$ cat src/rtl/ex_div_if.sv
// Handshake and data bundle between the EX stage and its multi-cycle divider.
// Latency: n/a (wires only). Backpressure: EX holds start_i until ready_o.
// Ports: master = EX stage (drives request/operands), slave = divider (drives result).
interface ex_div_if #(
  parameter int DATA_W = 32
);
  logic                  signed_div_i;
  logic [DATA_W-1:0]     opdata1_i;
  logic [DATA_W-1:0]     opdata2_i;
  logic                  start_i;
  logic                  annul_i;
  logic [2*DATA_W-1:0]   result_o;
  logic                  ready_o;

  modport master (
    output signed_div_i, opdata1_i, opdata2_i, start_i, annul_i,
    input  result_o, ready_o
  );

  modport slave (
    input  signed_div_i, opdata1_i, opdata2_i, start_i, annul_i,
    output result_o, ready_o
  );
endinterface

$ cat src/rtl/ex_div.sv
// Multi-cycle restoring divider, signed/unsigned, result = {remainder, quotient}.
// Latency: ready_o rises on the 34th edge counting the start edge (2nd for divide-by-zero).
// Backpressure: result and ready_o hold while start_i stays high; dropping start_i releases.
// Ports: clk, rst (async, active-high); div_if (slave) carries operands, start_i,
//        annul_i, signed_div_i in and registered result_o/ready_o out.
module ex_div #(
  parameter int DATA_W = 32
) (
  input  logic     clk,
  input  logic     rst,
  ex_div_if.slave  div_if
);
  localparam int CNT_W = $clog2(DATA_W + 1);

  typedef enum logic [1:0] {FREE, DIVZERO, ON, END} state_e;

  state_e              state_q, state_d;
  logic [CNT_W-1:0]    cnt_q, cnt_d;
  // Dividend magnitude shifts out of the top while quotient bits shift in at the bottom.
  logic [DATA_W-1:0]   dq_q, dq_d;
  logic [DATA_W-1:0]   rem_q, rem_d;
  logic [DATA_W-1:0]   dvs_q, dvs_d;
  logic                sgn_mode_q, sgn_mode_d;
  logic                neg1_q, neg1_d;
  logic                neg2_q, neg2_d;
  logic [2*DATA_W-1:0] result_q, result_d;
  logic                ready_q, ready_d;

  logic                op1_neg, op2_neg;
  logic [DATA_W-1:0]   mag1, mag2;
  logic [DATA_W:0]     partial, diff;
  logic [DATA_W-1:0]   quot_fin, rem_fin;

  always_comb begin
    op1_neg  = div_if.signed_div_i & div_if.opdata1_i[DATA_W-1];
    op2_neg  = div_if.signed_div_i & div_if.opdata2_i[DATA_W-1];
    mag1     = op1_neg ? (~div_if.opdata1_i + 1'b1) : div_if.opdata1_i;
    mag2     = op2_neg ? (~div_if.opdata2_i + 1'b1) : div_if.opdata2_i;
    // 33-bit trial subtraction: the carry-out bit is the "negative" flag.
    partial  = {rem_q, dq_q[DATA_W-1]};
    diff     = partial - {1'b0, dvs_q};
    quot_fin = (sgn_mode_q & (neg1_q ^ neg2_q)) ? (~dq_q + 1'b1) : dq_q;
    rem_fin  = (sgn_mode_q & neg1_q) ? (~rem_q + 1'b1) : rem_q;
  end

  always_comb begin
    state_d    = state_q;
    cnt_d      = cnt_q;
    dq_d       = dq_q;
    rem_d      = rem_q;
    dvs_d      = dvs_q;
    sgn_mode_d = sgn_mode_q;
    neg1_d     = neg1_q;
    neg2_d     = neg2_q;
    result_d   = result_q;
    ready_d    = ready_q;

    unique case (state_q)
      FREE: begin
        ready_d  = 1'b0;
        result_d = '0;
        if (div_if.start_i && !div_if.annul_i) begin
          if (div_if.opdata2_i == '0) begin
            state_d = DIVZERO;
          end else begin
            state_d    = ON;
            cnt_d      = '0;
            dq_d       = mag1;
            rem_d      = '0;
            dvs_d      = mag2;
            sgn_mode_d = div_if.signed_div_i;
            neg1_d     = op1_neg;
            neg2_d     = op2_neg;
          end
        end
      end
      DIVZERO: begin
        if (div_if.annul_i) begin
          state_d = FREE;
        end else begin
          state_d  = END;
          result_d = '0;
          ready_d  = 1'b1;
        end
      end
      ON: begin
        if (div_if.annul_i) begin
          state_d  = FREE;
          ready_d  = 1'b0;
          result_d = '0;
          cnt_d    = '0;
        end else if (cnt_q != CNT_W'(DATA_W)) begin
          if (!diff[DATA_W]) begin
            rem_d = diff[DATA_W-1:0];
            dq_d  = {dq_q[DATA_W-2:0], 1'b1};
          end else begin
            rem_d = partial[DATA_W-1:0];
            dq_d  = {dq_q[DATA_W-2:0], 1'b0};
          end
          cnt_d = cnt_q + 1'b1;
        end else begin
          state_d  = END;
          result_d = {rem_fin, quot_fin};
          ready_d  = 1'b1;
        end
      end
      END: begin
        // annul is deliberately ignored here: the result is already committed.
        if (!div_if.start_i) begin
          state_d  = FREE;
          ready_d  = 1'b0;
          result_d = '0;
        end
      end
      default: state_d = FREE;
    endcase
  end

  always_ff @(posedge clk or posedge rst) begin
    if (rst) begin
      state_q    <= FREE;
      cnt_q      <= '0;
      dq_q       <= '0;
      rem_q      <= '0;
      dvs_q      <= '0;
      sgn_mode_q <= 1'b0;
      neg1_q     <= 1'b0;
      neg2_q     <= 1'b0;
      result_q   <= '0;
      ready_q    <= 1'b0;
    end else begin
      state_q    <= state_d;
      cnt_q      <= cnt_d;
      dq_q       <= dq_d;
      rem_q      <= rem_d;
      dvs_q      <= dvs_d;
      sgn_mode_q <= sgn_mode_d;
      neg1_q     <= neg1_d;
      neg2_q     <= neg2_d;
      result_q   <= result_d;
      ready_q    <= ready_d;
    end
  end

  assign div_if.result_o = result_q;
  assign div_if.ready_o  = ready_q;
endmodule

$ cat src/flat_wrapper.sv
// flat-port wrapper written by rule: the top's interface ports become plain ports
module ex_div_flat 
#(
  parameter int DATA_W = 32
)
  (clk, rst, div_if_signed_div_i, div_if_opdata1_i, div_if_opdata2_i, div_if_start_i, div_if_annul_i, div_if_result_o, div_if_ready_o);
  ex_div_if #(.DATA_W(DATA_W)) div_if_i ();
  input  logic clk;
  input  logic rst;
  input wire logic [$bits(div_if_i.signed_div_i)-1:0] div_if_signed_div_i;
  input wire logic [$bits(div_if_i.opdata1_i)-1:0] div_if_opdata1_i;
  input wire logic [$bits(div_if_i.opdata2_i)-1:0] div_if_opdata2_i;
  input wire logic [$bits(div_if_i.start_i)-1:0] div_if_start_i;
  input wire logic [$bits(div_if_i.annul_i)-1:0] div_if_annul_i;
  output wire logic [$bits(div_if_i.result_o)-1:0] div_if_result_o;
  output wire logic [$bits(div_if_i.ready_o)-1:0] div_if_ready_o;
  assign div_if_i.signed_div_i = div_if_signed_div_i;
  assign div_if_i.opdata1_i = div_if_opdata1_i;
  assign div_if_i.opdata2_i = div_if_opdata2_i;
  assign div_if_i.start_i = div_if_start_i;
  assign div_if_i.annul_i = div_if_annul_i;
  assign div_if_result_o = div_if_i.result_o;
  assign div_if_ready_o = div_if_i.ready_o;
  ex_div #(.DATA_W(DATA_W)) u_core (.clk(clk), .rst(rst), .div_if(div_if_i));
endmodule
$ cat config.mk
export PLATFORM = sky130hd
export DESIGN_NAME = ex_div_flat
export DESIGN_NICKNAME = d
export VERILOG_FILES = /design/src/rtl/ex_div_if.sv /design/src/rtl/ex_div.sv /design/src/flat_wrapper.sv
export SDC_FILE = /design/constraint.sdc
export NUM_CORES = 1
export LEC_CHECK = 0
export CAP_MARGIN = 20
export CORE_MARGIN = 3
export CORE_UTILIZATION = 35
export CTS_BUF_LIST = sky130_fd_sc_hd__clkbuf_8
export DETAILED_ROUTE_END_ITERATION = 10
export GPL_ROUTABILITY_DRIVEN = 1
export PLACE_DENSITY = 0.68
export SETUP_SLACK_MARGIN = 0.15
export SLEW_MARGIN = 25
export SYNTH_ARGS = -nofsm -noshare
export SYNTH_HDL_FRONTEND = slang
export SYNTH_SLANG_ARGS = --single-unit
$ cat constraint.sdc
create_clock -name clk -period 5.15 [get_ports clk]
set_input_delay 0.515 -clock clk [delete_from_list [all_inputs] [get_ports clk]]
set_output_delay 0.515 -clock clk [all_outputs]
set_load 0.03 [all_outputs]
==> results of run 1 <==
[worst min-delay path, cell delays in order (launching register included)]
cell	delay, ns
dfrtp_1	0.35
nand2_1	0.04
o21ai_0	0.06
[placed cells by master, fill, tap and decap left out, types with 18 or more instances in the layout]
cell             synthesis  routed
nor4_1                  23      23
nand2_1                202     202
a21oi_1                127     127
xnor2_1                 84      84
a21o_1                  19      18
ha_1                    42      41
o31ai_1                 23      23
nor3_1                  32      31
dfrtp_1                172     172
nor2_1                  98      98
xor2_1                  56      56
inv_1                   69      69
clkdlybuf4s50_1          0     133
o21ai_0                150     150
[worst max-delay path by stage]
stage,startpoint,depth (start not counted),end
2_1_floorplan,u_core.dq_q[31]$_DFFE_PP0P_,13,u_core.rem_q[9]$_DFFE_PP0P_
3_3_place_gp,div_if_opdata2_i[0],12,u_core.dq_q[0]$_DFFE_PP0P_
3_5_place_dp,div_if_opdata2_i[0],12,u_core.dq_q[31]$_DFFE_PP0P_
4_1_cts,u_core.dq_q[31]$_DFFE_PP0P_,11,u_core.rem_q[30]$_DFFE_PP0P_
5_1_grt,u_core.dq_q[31]$_DFFE_PP0P_,11,u_core.rem_q[29]$_DFFE_PP0P_
6_report,u_core.dq_q[31]$_DFFE_PP0P_,11,u_core.rem_q[30]$_DFFE_PP0P_
[power groups by stage]
stage	combinational, mW	sequential (mW)	clock [mW]
after global routing	3.13	1.97	1.07
after floorplan	2.14	1.86	0
after CTS	2.77	1.92	1.02
after detailed placement	2.75	1.95	0
after global placement	2.72	1.94	0
final	2.78	1.92	1.00
[flip-flops by register name, indices dropped and copies added, names as in the netlist, 2 cells and up]
signal,count
u_core.rem_q,32
u_core.cnt_q,6
u_core.div_if.result_o,64
u_core.dvs_q,32
u_core.dq_q,32
u_core.state_q,2
[synthesized netlist by cell type, types with 6 or more instances]
cell type / instances
a21o_1: 19
a21oi_1: 127
a221o_1: 9
a31oi_1: 12
and2_1: 8
buf_2: 10
clkbuf_1: 53
dfrtp_1: 172
ha_1: 42
inv_1: 69
mux2i_1: 7
nand2_1: 202
nand2b_1: 15
nand3_1: 14
nand4_1: 14
nor2_1: 98
nor2b_1: 6
nor3_1: 32
nor4_1: 23
o211ai_1: 11
o21ai_0: 150
o21ai_1: 15
o221ai_1: 12
o31ai_1: 23
o41ai_1: 11
or3_1: 8
or4_1: 11
xnor2_1: 84
xor2_1: 56
[metrics by stage]
stage / setup slack (ns) / total power, mW
2_1_floorplan: 2.17 / 4.00
3_3_place_gp: 1.17 / 4.65
3_5_place_dp: 1.02 / 4.70
4_1_cts: 1.19 / 5.71
5_1_grt: 0.867 / 6.17
6_report: 1.13 / 5.70
[cells by family after synthesis]
group | synth area share, %
mux | 1.01
compound gates | 22.4
buf+inv | 5.15
fa+ha+maj | 4.77
flops | 37.6
xor+xnor | 10.7
simple gates | 18.3
[metal layers]
metal / vias up / routed length, um
met1: 4807 / 14800
met5: - / 13
met3: 33 / 1880
li1: 5085 / -
met4: 2 / 405
met2: 310 / 14100
[area by class of cell]
type | instances | area, um2
Clock inverter | 15 | 161
Antenna cell | 1 | 2.50
Timing Repair Buffer | 144 | 1430
Sequential cell | 172 | 4300
Tap cell | 435 | 544
Clock buffer | 17 | 234
Multi-Input combinational cell | 1074 | 6570
Inverter | 70 | 267
Fill cell | 3239 | 18400
==> key figures, run 1 <==
Run status
  • Status: complete, no violations

Worst setup path
  • Worst Path Required: 5.48 ns
  • Max Fanout on Critical Path: 14
  • Startpoint types: register
  • CP arrival: 4.35 ns
  • WS Path Type: reg -> reg
  • RR Endpoint: u_core.rem_q[30]$_DFFE_PP0P_
  • Most Frequent Cell on Critical Path: nand3_1
  • Slowest cell on crit path: nand3_1
  • R2R Setup Slk: 1.13 ns
  • Buf/Inv on CP: 1
  • Delay-heaviest family, CP: compound AO/OA/AOI/OAI gates
  • Slowest stage delay, CP: 0.69 ns
  • RR Startpoint: u_core.dq_q[31]$_DFFE_PP0P_
  • Path depth of the worst reg2reg path: 11
  • Crit-path cells: inv_1 > ha_1 > fa_1 > nand2b_1 > a21oi_1 > o2111ai_1 > o211a_1 > o211ai_1 > nand3_1 > nand3_1 > o221ai_1
  • CP Capture Type: register

Yosys
  • Synth area leaders: dfrtp_1 (38%), nand2_1 (6.6%), o21ai_0 (6.6%), xnor2_1 (6.4%), a21oi_1 (5.6%)
  • Async SR Flop Fraction: 100%
  • Register bit total from synthesis: 172
  • Cell Area, Synth: 11400 um2
  • Synth cell types: 67
  • Syn. warnings: 0
  • Synth Flop Type: dfrtp_1
  • Yosys top cell area share: 37.6%
  • Yosys top cell by area: dfrtp_1
  • Post-synth EDFFs: 0
  • Avg Cell Area, Syn: 8.24 um2
  • Register area share after synthesis: 37.6%
  • Syn Inst Count: 1389
  • Net count after synthesis: 1501

Pwr
  • Net Sw Frac: 45.5%
  • LEAKAGE: 5.63 nW
  • Gate power share: 48.7%
  • Internal: 3.10 mW
  • Worst-case vdd ir drop: 237 uV
  • NetSw: 2.60 mW
  • Seq pwr share: 33.7%
  • Ratio of total power to cell area: 422 nW/um2
  • Clock power share: 17.6%

STA
  • Worst clock skew: 0.0245 ns
  • Measured slew at the worst slew-check pin: 0.927 ns
  • Min Tclk post-route: 4.02 ns
  • RSZ-0062 raised after global routing: no
  • Final setup violation count: 0
  • Slew Limit Fails: 0
  • Fmax achieved: 249 MHz
  • Relative slew slack: 38.2%
  • Final hold violations: 0
  • Setup TNS: 0 ns
  • Period utilisation layout: 78.0%
  • Hold_ws: 0.486 ns

GRT
  • GR Util met1: 24.9%
  • Met3 track demand over resource: 3.64%
  • All-Layer GR Usage: 17.7%
  • First-pass GRT wire length: 50.9 mm
  • Routing usage on met2: 28.3%
  • Largest net degree at the start of global routing: 173
  • GRT Residual Overflow: 0
  • Initial antenna violation count: 1
  • Top Usage Layer GRT: met2
  • Vias in the first global route: 9680

Final layout
  • Share of cells above drive strength 1: 4.29%
  • Area delta synth->final: 18.0%
  • Final Instance Area: 13500 um2
  • Post-route insts no fill: 1928
  • NumNets Final: 1591
  • Fin util: 42.4%

Floorplanning
  • Row count: 65
  • Die W: 187 um
  • Core Area: 31900 um2
  • Ports: 134
  • Die area: 34900 um2
  • Vert. Die Dim: 187 um
  • Starting density of the core: 35.9%

Worst hold path
  • Hold WC Path Type: reg -> reg
  • Hold Startpoint: u_core.div_if.result_o[24]$_DFFE_PP0P_
  • Hold endpoint: u_core.div_if.result_o[24]$_DFFE_PP0P_
  • Hold-critical path depth: 2

Clocking
  • Post-CTS Resized: 0
  • Hold Buf Count CTS: 0
  • # clock sinks: 172
  • Bufs on Longest Clock Path: 2
  • Total number of H-tree levels: 4
  • Clk Tree Root Cell: clkbuf_8
  • TritonCTS buffer count: 17
  • Postcts setup bufs: 0
  • Worst-skew pair later-pin latency: 0.49 ns
  • CTS tree: built
  • CTS clk-pin slew, worst paths: 0.10 ns

Routing
  • DRC viols: 0
  • Initial DRC Count: 1003
  • Drt total wl: 31.2 mm
  • Post-DRT Antenna Nets: 0
  • DRT Pass-1 Iters: 5
  • WL/cell: 16.2 um
  • Routed vias: 10200
  • DR vias/cell: 5.31

Placement
  • Placed insts: 1895
  • GPL Wtd Cong: 0.857
  • Placed cell area: 13100 um2
  • Port bufs: 133
  • HPWL after DPL: 23.1 mm

Flow run
  • Maxcap violations: 0
Power figures use the tool's default switching activity.
==> run 2: changes to the inputs <==
--- a/config.mk
+++ b/config.mk
@@ -11,7 +11,7 @@
 export CTS_BUF_LIST = sky130_fd_sc_hd__clkbuf_8
 export DETAILED_ROUTE_END_ITERATION = 10
 export GPL_ROUTABILITY_DRIVEN = 1
-export PLACE_DENSITY = 0.68
+export PLACE_DENSITY = 0.66
 export SETUP_SLACK_MARGIN = 0.15
 export SLEW_MARGIN = 25
 export SYNTH_ARGS = -nofsm -noshare
==> constraint.sdc (replaced) <==
create_clock -name clk -period 3.9 [get_ports clk]
set_input_delay 0.39 -clock clk [delete_from_list [all_inputs] [get_ports clk]]
set_output_delay 0.39 -clock clk [all_outputs]
set_load 0.03 [all_outputs]
==> key figures, run 2 (synthesized netlist as in run 1, its figures left out) <==
Run status
  • Status: complete, no violations

Routing
  • Initial DRC Count: 808
  • WL/cell: 16.2 um
  • Post-DRT Antenna Nets: 0
  • DR vias/cell: 5.36
  • Routed vias: 10400
  • DRT Pass-1 Iters: 6
  • Drt total wl: 31.5 mm
  • DRC viols: 0

Worst hold path
  • Hold WC Path Type: in -> async

STA
  • Fmax achieved: 289 MHz
  • Final hold violations: 0
  • Setup TNS: 0 ns
  • Measured slew at the worst slew-check pin: 0.784 ns
  • RSZ-0062 raised after global routing: no
  • Period utilisation layout: 88.8%
  • Slew Limit Fails: 0
  • Worst clock skew: 0.0168 ns
  • Final setup violation count: 0
  • Min Tclk post-route: 3.46 ns
  • Relative slew slack: 47.6%

Final layout
  • Final Instance Area: 13600 um2
  • Post-route insts no fill: 1940
  • Most frequent cells in the layout: nand2_1 (202), dfrtp_1 (172), o21ai_0 (150), clkdlybuf4s50_1 (133), a21oi_1 (126)
  • Area delta synth->final: 19.0%
  • Share of cells above drive strength 1: 5.25%
  • Number of flip-flops in the largest register: 64
  • Number of diodes: 0
  • Leading cell type in the layout, fill and taps excluded: nand2_1
  • NumNets Final: 1604

Clocking
  • Worst-skew pair later-pin latency: 0.48 ns
  • CTS clk-pin slew, worst paths: 0.11 ns
  • # clock sinks: 172
  • CTS tree: built
  • Clk Tree Root Cell: clkbuf_8
  • TritonCTS buffer count: 17
  • Bufs on Longest Clock Path: 2
  • Total number of H-tree levels: 4

GRT
  • All-Layer GR Usage: 18.1%
  • Largest net degree at the start of global routing: 92
  • First-pass GRT wire length: 52.7 mm
  • Initial antenna violation count: 1
  • Vias in the first global route: 10000
  • GRT Residual Overflow: 0

Placement
  • Placed insts: 1907
  • GPL Wtd Cong: 0.867
  • Port bufs: 133
  • HPWL after DPL: 23.6 mm
  • Placed cell area: 13200 um2

Worst setup path
  • Max Fanout on Critical Path: 14
  • CP arrival: 3.79 ns
  • Startpoint types: register
  • WS Path Type: reg -> reg
  • CP Capture Type: register
  • Worst Path Required: 4.23 ns

Pwr
  • LEAKAGE: 5.70 nW
  • Ratio of total power to cell area: 552 nW/um2
  • Worst-case vdd ir drop: 316 uV

Floorplanning
  • Ports: 134
  • Starting density of the core: 35.9%
  • Core Area: 31900 um2
  • Row count: 65
  • Die W: 187 um
  • Die area: 34900 um2
  • Vert. Die Dim: 187 um

Flow run
  • Maxcap violations: 0
[run 2: changes by cell type in the layout (fill, tap and decap cells not counted)]
cell,previous run,this run
clkbuf_8,17,18
a21oi_1,127,126
buf_12,1,3
a21o_2,1,2
clkinv_2,3,2
a21o_1,18,17
a21oi_2,1,2
clkinv_4,1,4
diode_2,1,0
bufinv_16,2,1
clkinvlp_4,2,1
buf_4,10,21
inv_8,2,1
[run 2: worst paths after layout]
path,start,endpoint,slack (ns),cells after the start
min in group clk,u_core.div_if.result_o[17]$_DFFE_PP0P_,u_core.div_if.result_o[17]$_DFFE_PP0P_,0.49,2
min reg2reg,u_core.div_if.result_o[17]$_DFFE_PP0P_,u_core.div_if.result_o[17]$_DFFE_PP0P_,0.49,2
max,u_core.dq_q[31]$_DFFE_PP0P_,u_core.rem_q[20]$_DFFE_PP0P_,0.44,13
max reg2reg,u_core.dq_q[31]$_DFFE_PP0P_,u_core.rem_q[20]$_DFFE_PP0P_,0.44,13
max in group asynchronous,rst,u_core.dvs_q[30]$_DFFE_PP0P_,2.68,3
min,rst,u_core.div_if.result_o[27]$_DFFE_PP0P_,0.32,2
[run 2: what timing repair did]
item | in CTS | in global routing
hold endpoints to repair | 0 | 0
hold buffers | 0 | 0
setup buffers | 0 | 1
gates resized for setup | 0 | 2
endpoints found under the setup margin | 0 | 28
[run 2: per-layer routing]
| metal | global-route usage, % | share of wire (%) | up-vias |
|---|---|---|---|
| met5 | 0 | 0.035 | - |
| met4 | 3.81 | 1.1 | 2 |
| met3 | 3.41 | 5.9 | 28 |
| met2 | 29.1 | 46 | 300 |
| met1 | 25.5 | 47 | 4951 |
| li1 | - | - | 5118 |
[run 2: metrics by stage]
stage | power [mW] | setup slack, ns | hold slack (ns) | util, %
floorplan | 5.28 | 0.921 | 0.451 | -
global placement | 6.18 | 0.212 | 0.460 | 41.5
detailed placement | 6.25 | 0.0984 | 0.472 | 41.5
CTS | 7.55 | 0.305 | 0.328 | 42.7
global route | 8.18 | 0.182 | 0.371 | 42.7
finish | 7.52 | 0.438 | 0.324 | 42.7
[run 2: area by class of cell]
type,instances,area (um2)
Timing Repair Buffer,157,1550
Multi-Input combinational cell,1074,6570
Tap cell,435,544
Clock inverter,14,134
Clock buffer,18,248
Sequential cell,172,4300
Inverter,70,267
Fill cell,3280,18300
[run 2: critical path, cell delays in order (launching register included)]
cell and delay, ns:
dfrtp_1 0.38, inv_1 0.11, ha_1 0.23, fa_1 0.40, nand2b_1 0.20, a21oi_2 0.21
o2111ai_1 0.25, o211a_1 0.35, o211ai_1 0.21, buf_4 0.16, nand3_1 0.27, nand3_1 0.19
buf_4 0.23, o221ai_1 0.14
[run 2: power by group]
part           switching, mW  total, mW  internal, mW
Combinational           2.30       3.71          1.41
Sequential             0.381       2.54          2.16
Clock                  0.730       1.27         0.536
Total                   3.41       7.52          4.10
==> run 3: changes to the inputs <==
--- a/config.mk
+++ b/config.mk
@@ -7,11 +7,11 @@
 export LEC_CHECK = 0
 export CAP_MARGIN = 20
 export CORE_MARGIN = 3
-export CORE_UTILIZATION = 35
+export CORE_UTILIZATION = 50
 export CTS_BUF_LIST = sky130_fd_sc_hd__clkbuf_8
 export DETAILED_ROUTE_END_ITERATION = 10
 export GPL_ROUTABILITY_DRIVEN = 1
-export PLACE_DENSITY = 0.66
+export PLACE_DENSITY = 0.85
 export SETUP_SLACK_MARGIN = 0.15
 export SLEW_MARGIN = 25
 export SYNTH_ARGS = -nofsm -noshare
==> key figures, run 3 (synthesized netlist as in run 1, its figures left out) <==
STA
  • Fmax achieved: 285 MHz
  • Setup TNS: 0 ns
  • Slew Limit Fails: 0
  • Worst clock skew: 0.0152 ns
  • Relative slew slack: 38.5%
  • Measured slew at the worst slew-check pin: 0.922 ns
  • Setup WS post-layout: 0.392 ns
  • Final setup violation count: 0
  • Period utilisation layout: 90.0%
  • Min Tclk post-route: 3.51 ns
  • RSZ-0062 raised after global routing: no
  • Final hold violations: 0

Worst setup path
  • Startpoint types: register
  • Slowest stage delay, CP: 0.43 ns
  • CP arrival: 3.86 ns
  • Most Frequent Cell on Critical Path: a21oi_1
  • CP Capture Type: register
  • Worst Path Required: 4.25 ns
  • Max Fanout on Critical Path: 7
  • Delay-heaviest family, CP: compound AO/OA/AOI/OAI gates
  • Crit-path cells: ha_1 > fa_1 > nand2b_1 > a21oi_1 > o2111ai_1 > o211a_1 > o211ai_1 > a21o_1 > a21oi_1 > buf_4 > a221o_1
  • R2R Setup Slk: 0.39 ns
  • Slowest cell on crit path: dfrtp_1
  • Buf/Inv on CP: 1
  • RR Startpoint: u_core.dvs_q[0]$_DFFE_PP0P_
  • RR Endpoint: u_core.rem_q[5]$_DFFE_PP0P_
  • Path depth of the worst reg2reg path: 11
  • WS Path Type: reg -> reg

Final layout
  • Most frequent cells in the layout: nand2_1 (202), dfrtp_1 (172), o21ai_0 (149), clkdlybuf4s50_1 (133), a21oi_1 (127)
  • Number of flip-flops in the largest register: 64
  • Leading cell type in the layout, fill and taps excluded: nand2_1
  • Area delta synth->final: 17.3%
  • Fin util: 60.6%
  • FILL cells: 1939
  • NumNets Final: 1600
  • Share of cells above drive strength 1: 4.86%
  • Number of diodes: 0

Routing
  • DR vias/cell: 5.95
  • WL/cell: 16.8 um
  • DRT Pass-1 Iters: 6
  • Routed vias: 10600
  • Initial DRC Count: 1048
  • DRC viols: 0
  • Drt total wl: 29.9 mm
  • Post-DRT Antenna Nets: 0

GRT
  • GRT Residual Overflow: 0
  • All-Layer GR Usage: 24.1%
  • First-pass GRT wire length: 48.9 mm
  • Largest net degree at the start of global routing: 173
  • Vias in the first global route: 9917
  • Initial antenna violation count: 1

Clocking
  • CTS tree: built
  • Worst-skew pair later-pin latency: 0.47 ns
  • Total number of H-tree levels: 4
  • Hold Buf Count CTS: 0
  • Post-CTS Resized: 0
  • # clock sinks: 172
  • Bufs on Longest Clock Path: 2
  • Clk Tree Root Cell: clkbuf_8
  • CTS clk-pin slew, worst paths: 0.09 ns
  • Postcts setup bufs: 0
  • TritonCTS buffer count: 17

Placement
  • HPWL after DPL: 22.0 mm
  • Port bufs: 133
  • GPL Wtd Cong: 0.968
  • Post-place setup slack: 0.122 ns

Floorplanning
  • Row count: 54
  • Ports: 134
  • Die W: 157 um
  • Core Area: 22200 um2
  • Starting density of the core: 51.6%
  • Die area: 24700 um2
  • Vert. Die Dim: 157 um

Pwr
  • Ratio of total power to cell area: 563 nW/um2
  • Worst-case vdd ir drop: 339 uV
  • LEAKAGE: 5.70 nW
  • Tot Pwr: 7.56 mW

Worst hold path
  • Hold-critical path depth: 2
  • Hold Startpoint: u_core.div_if.result_o[41]$_DFFE_PP0P_
  • Hold endpoint: u_core.div_if.result_o[41]$_DFFE_PP0P_
  • Hold WC Path Type: reg -> reg

Flow run
  • Maxcap violations: 0

Run status
  • Status: complete, no violations
-- run 3: how the worst max path moves through the flow --
| stage | start | endpoint | slack, ns | depth (start not counted) |
|---|---|---|---|---|
| after floorplan | u_core.dq_q[31]$_DFFE_PP0P_ | u_core.rem_q[9]$_DFFE_PP0P_ | 0.92 | 13 |
| after global placement | div_if_opdata2_i[0] | u_core.rem_q[31]$_DFFE_PP0P_ | 0.28 | 11 |
| after detailed placement | div_if_opdata2_i[0] | u_core.rem_q[30]$_DFFE_PP0P_ | 0.12 | 11 |
| after CTS | u_core.dvs_q[0]$_DFFE_PP0P_ | u_core.rem_q[31]$_DFFE_PP0P_ | 0.22 | 11 |
| after global routing | u_core.dvs_q[0]$_DFFE_PP0P_ | u_core.rem_q[5]$_DFFE_PP0P_ | 0.21 | 11 |
| final | u_core.dvs_q[0]$_DFFE_PP0P_ | u_core.rem_q[5]$_DFFE_PP0P_ | 0.39 | 11 |
-- run 3: layer usage --
layer,part of all wire [%],GRT usage [%]
met1,43,33.1
met3,7.5,3.55
met5,0.040,0
met2,47,39.8
met4,2.0,7.56
-- run 3: worst min-delay path: cells and delay by family, from the launching register on --
kind,cells,cell delay (ns)
flip-flops,1,0.35
AND/OR/NAND/NOR,1,0.04
AO/OA/AOI/OAI,1,0.06
-- run 3: area by class of cell --
| type | count | area [um2] | area share [%] |
|---|---|---|---|
| flip-flops and latches | 172 | 4300 | 32.1 |
| clock inverters | 11 | 140 | 1.04 |
| repair buffers | 153 | 1510 | 11.2 |
| inverters | 70 | 267 | 1.98 |
| multi-input cells | 1074 | 6570 | 48.9 |
| well taps | 280 | 350 | 2.61 |
| clock buffers | 21 | 289 | 2.15 |
-- run 3: power by group --
| group | internal (mW) | switching (mW) |
|---|---|---|
| clock network | 0.698 | 0.657 |
| logic | 1.40 | 2.28 |
| registers | 2.16 | 0.376 |
-- run 3: stage by stage --
stage                     hold slack, ns  area [um2]  std cells
after floorplan                    0.451       11400       1389
after global placement             0.460       13000       1749
after detailed placement           0.474       13000       1749
after CTS                          0.493       13400       1781
after global routing               0.511       13400       1781
final                              0.489       13400       1781
